<file path="config.mk">
export PLATFORM = sky130hd
export DESIGN_NAME = sqrt_iter
export DESIGN_NICKNAME = d
export VERILOG_FILES = /design/src/rtl/sqrt_iter.sv
export SDC_FILE = /design/constraint.sdc
export NUM_CORES = 1
export LEC_CHECK = 0
export ABC_AREA = 1
export BUFFER_PORTS_ARGS = -buffer_cell sky130_fd_sc_hd__buf_2
export CORE_ASPECT_RATIO = 1.75
export CORE_MARGIN = 5
export CORE_UTILIZATION = 35
export CTS_BUF_LIST = sky130_fd_sc_hd__clkbuf_8
export DETAILED_ROUTE_END_ITERATION = 16
export GPL_TIMING_DRIVEN = 0
export PLACE_DENSITY = 0.61
export REMOVE_ABC_BUFFERS = 1
export SYNTH_ARGS = -nofsm -noshare
export SYNTH_HDL_FRONTEND = slang
export SYNTH_SLANG_ARGS = --single-unit
</file>
<file path="constraint.sdc">
create_clock -name clk -period 4.2 [get_ports clk]
set_input_delay 0.42 -clock clk [delete_from_list [all_inputs] [get_ports clk]]
set_output_delay 0.42 -clock clk [all_outputs]
set_load 0.02 [all_outputs]
</file>
<file path="src/rtl/sqrt_iter.sv">
// Multi-cycle integer square root: Q = floor(sqrt(A)), R = A - Q*Q, ITER_PER_CYCLE root bits per clock.
// Optional SQRT_ROUND_EN: Q is rounded to nearest (saturating) at completion; R stays the truncated remainder.
module sqrt_iter #(
  parameter int WIDTH          = 16,
  parameter int ITER_PER_CYCLE = 1
) (
  input  logic               clk,
  input  logic               rst_,
  input  logic               start,
  input  logic [WIDTH-1:0]   A,
  output logic               busy,
  output logic               done,
  output logic [WIDTH/2-1:0] Q,
  output logic [WIDTH/2:0]   R
);

  localparam int QW = WIDTH / 2;
  localparam int RW = QW + 2;
  localparam int N  = WIDTH / (2 * ITER_PER_CYCLE);
  localparam int CW = $clog2(N + 1);

  typedef enum logic {IDLE, CALC} state_t;

  state_t          state_q, state_d;
  logic [WIDTH-1:0] rad_q, rad_d;
  logic [QW-1:0]   root_q, root_d;
  logic [RW-1:0]   rem_q, rem_d;
  logic [CW-1:0]   cnt_q, cnt_d;
  logic [QW-1:0]   q_q, q_d;
  logic [QW:0]     r_q, r_d;
  logic            done_q, done_d;

  logic [WIDTH-1:0] rad_v;
  logic [QW-1:0]   root_v;
  logic [RW-1:0]   rem_v;
  logic [RW-1:0]   trial_v;
  logic [QW-1:0]   q_final;

  // NOTE: sequential state uses <= so every flop samples the pre-edge values of its peers.
  // NOTE: reset is synchronous and clears every register, so an abandoned operation leaves nothing behind.
  always_ff @(posedge clk) begin
    if (rst_) begin
      state_q <= IDLE;
      rad_q   <= '0;
      root_q  <= '0;
      rem_q   <= '0;
      cnt_q   <= '0;
      q_q     <= '0;
      r_q     <= '0;
      done_q  <= 1'b0;
    end else begin
      state_q <= state_d;
      rad_q   <= rad_d;
      root_q  <= root_d;
      rem_q   <= rem_d;
      cnt_q   <= cnt_d;
      q_q     <= q_d;
      r_q     <= r_d;
      done_q  <= done_d;
    end
  end

  always_comb begin
    state_d = state_q;
    case (state_q)
      IDLE:    if (start) state_d = CALC;
      CALC:    if (cnt_q == CW'(1)) state_d = IDLE;
      default: state_d = IDLE;
    endcase
  end

  // Restoring square-root step, unrolled ITER_PER_CYCLE times per clock.
  always_comb begin
    rad_v   = rad_q;
    root_v  = root_q;
    rem_v   = rem_q;
    trial_v = '0;
    for (int i = 0; i < ITER_PER_CYCLE; i++) begin
      rem_v   = {rem_v[RW-3:0], rad_v[WIDTH-1 -: 2]};
      rad_v   = {rad_v[WIDTH-3:0], 2'b00};
      trial_v = {root_v, 2'b01};
      if (rem_v >= trial_v) begin
        rem_v  = rem_v - trial_v;
        root_v = {root_v[QW-2:0], 1'b1};
      end else begin
        root_v = {root_v[QW-2:0], 1'b0};
      end
    end
  end

`ifdef SQRT_ROUND_EN
  // R > Q means sqrt(A) >= Q + 0.5; an all-ones root cannot be incremented.
  always_comb begin
    q_final = root_v;
    if (rem_v > {2'b00, root_v} && !(&root_v)) q_final = root_v + QW'(1);
  end
`else
  assign q_final = root_v;
`endif

  // NOTE: every signal gets a default before the case so no latch is inferred.
  always_comb begin
    rad_d  = rad_q;
    root_d = root_q;
    rem_d  = rem_q;
    cnt_d  = cnt_q;
    q_d    = q_q;
    r_d    = r_q;
    done_d = 1'b0;
    case (state_q)
      IDLE: begin
        if (start) begin
          rad_d  = A;
          root_d = '0;
          rem_d  = '0;
          cnt_d  = CW'(N);
        end
      end
      CALC: begin
        rad_d  = rad_v;
        root_d = root_v;
        rem_d  = rem_v;
        cnt_d  = cnt_q - CW'(1);
        if (cnt_q == CW'(1)) begin
          done_d = 1'b1;
          q_d    = q_final;
          r_d    = rem_v[QW:0];
        end
      end
      default: ;
    endcase
  end

  always_comb begin
    busy = (state_q == CALC);
    done = done_q;
    Q    = q_q;
    R    = r_q;
  end

endmodule

</file>
==> results.yml <==
yosys:
  ys_ff_latch: 55
  syn_inst: 396
  yosys_warnings: 0
  seq_area_frac_synth: 0.4053
  syn_area_mm2: 0.002716
  synth.distinct_cells: 26
  ys_async_sr_fraction: 0
  synth-edff-count: 0
  syn_avg_cell_area_um2: 6.859
  ys.flop_type: "dfxtp_1"
detailed_routing:
  wl_per_cell_um: 11.85
  vias: 2449
  postRouteAntennaNets: 0
  drtIter0Drc: 109
  routed_wl_mm: 6.091
  drc: 0
  via_per_inst: 4.765
  firstDrtPassIters: 4
timing:
  worst_hold_slack_ps: 338.0
  max_freq_mhz: 428.6
  final.min_clock_period_ps: 2333
  tightest_slew_ps: 1222
  finClkSkew_ps: 7.272
  setup-tns-final_ps: 0
  finalCritPeriodShare: 0.5555
  setup_viol_count_final: 0
  relSlewSlack: 0.1823
  rsz0062_at_grt: "no"
  finalHoldViolations: 0
  finalMaxSlewViolations: 0
clock_network:
  cts-resized-gates: 0
  cts_buffer_depth: 2
  clk_pin_slew_ps: 100
  tritoncts: "built"
  post_cts_buffers: 0
  cts-buffers-inserted: 5
  clk_latency_ps: 320
  cts_sinks: 55
  root_buffer: "clkbuf_8"
  h-tree-depth: 2
  ctsHoldBuffers: 0
floorplanning:
  std_cell_rows: 42
  num_io_pins: 38
  dieHeight_um: 126.5
  core_mm2: 0.007567
  die_area_mm2: 0.009692
  die_w_um: 76.60
  initial_core_util: 0.3590
grt:
  antenna_found_initial: 0
  grt_overflow: 0
  grt_max_degree: 38
  track_usage: 0.1351
  grt_pass1_vias: 2404
  grt_pass1_wl_mm: 10.85
setup_path:
  crit_path_start_kind: "flop"
  crit_arrival_ps: 2580
  regToRegStartpoint: "busy"
  critPathMaxFanout: 37
  startpoint: "busy"
  worstSetupPathType: "reg2reg"
  cp.required_ps: 4440
  worstSetupEndpointType: "flop"
job:
  cap_violations: 0
final_layout:
  fin_nets: 456
  num_antenna_cells: 0
  area_delta_synth_final_pct: 12.02
  fillers: 853
  most-common-layout-cells: "nand2_1 (151), dfxtp_1 (54), inv_1 (49)"
  drive_above_1_share: 0.1455
  final_common_cell: "nand2_1"
hold_path:
  hold_path_class: "in2reg"
  hold_path_startpoint: "A[1]"
power_and_ir_drop:
  vdd_drop_max_mv: 0.3042
  power.density_mw_per_mm2: 688.1
  p_leak_nw: 1.565
placed_design:
  io_buffers: 37
  hpwl_mm: 4.425
  place_congestion: 0.8640
status:
  status: "finished, final reports clean"
==> flip-flops by register name, summed over array words and instances (netlist names) <==
signal,count
cnt_q,4
done,1
rad_q,16
root_q,8
rem_q,8
R,9
Q,8
busy,1
==> cells by family (layout without fill, tap and decap cells) <==
logic type,after synthesis,in the layout,share of synthesized area
AND/OR/NAND/NOR,220,220,0.3468
buffers and inverters,65,95,0.09995
flip-flops,55,55,0.4053
AO/OA/AOI/OAI,41,41,0.08291
adder cells (fa/ha/maj),12,12,0.05527
XOR/XNOR,3,3,0.009675
==> power by group <==
part	internal (mW)	leakage [nW]	switching (mW)
combinational	0.401	1.07	0.758
sequential	0.584	0.448	0.0515
clock	0.118	0.0483	0.182
total	1.10	1.57	0.991
==> through the flow <==
step,area [um2],instances,setup slack [ps],total power [mW],utilization
floorplan,2629,380,1954,1.555,-
global placement,2924,505,937.2,1.789,0.3864
global route,3043,514,1520,2.322,0.4021
finish,3043,514,1867,2.094,0.4021
detailed placement,2954,506,1314,1.811,0.3904
CTS,3042,514,1295,2.121,0.4020
==> cell usage after synthesis, types with 2 or more instances <==
master | n | area share
buf_2 | 7 | 0.013
a21oi_1 | 24 | 0.044
nand3_1 | 34 | 0.063
xor2_1 | 2 | 0.0064
o21ai_0 | 8 | 0.015
a21o_1 | 2 | 0.0055
inv_1 | 49 | 0.068
ha_1 | 12 | 0.055
nand3b_1 | 3 | 0.0083
nand2_4 | 2 | 0.0083
dfxtp_1 | 55 | 0.41
nand2_2 | 8 | 0.018
or2_2 | 2 | 0.0046
nor2_1 | 14 | 0.019
nand2_1 | 151 | 0.21
nand4_1 | 3 | 0.0069
clkbuf_1 | 5 | 0.0069
a31oi_1 | 2 | 0.0046
a22oi_1 | 5 | 0.014
buf_4 | 2 | 0.0055
==> final timing paths <==
kind / to / cells past startpoint / slack [ps]
max reg2reg: Q[5] / 4 / 1870
max: Q[5] / 4 / 1870
min reg2reg: R[2] / 2 / 450
min: rad_q[1] / 3 / 340
==> layout make-up <==
| cell class | instances | area, um2 | area share |
|---|---|---|---|
| clock buffers | 5 | 68.82 | 0.02262 |
| clock inverters | 3 | 18.77 | 0.006168 |
| inverters | 49 | 183.9 | 0.06044 |
| multi-input cells | 276 | 1346 | 0.4424 |
| flip-flops and latches | 55 | 1102 | 0.3623 |
| well taps | 88 | 110.1 | 0.03618 |
| repair buffers | 38 | 212.7 | 0.06990 |
==> metal layers <==
layer	vias up	global-route usage	wire (um)
met5	-	0	0
met3	12	0.02695	261
met2	57	0.2515	3161
met4	0	0.06282	190
met1	1089	0.1430	2478
li1	1291	-	-
==> worst max-delay path, stage by stage, from the launching register on <==
cell	delay (ps)
dfxtp_2	800
nand4_1	210
nor2_1	670
inv_1	330
o21ai_0	240
Power figures use the tool's default switching activity.
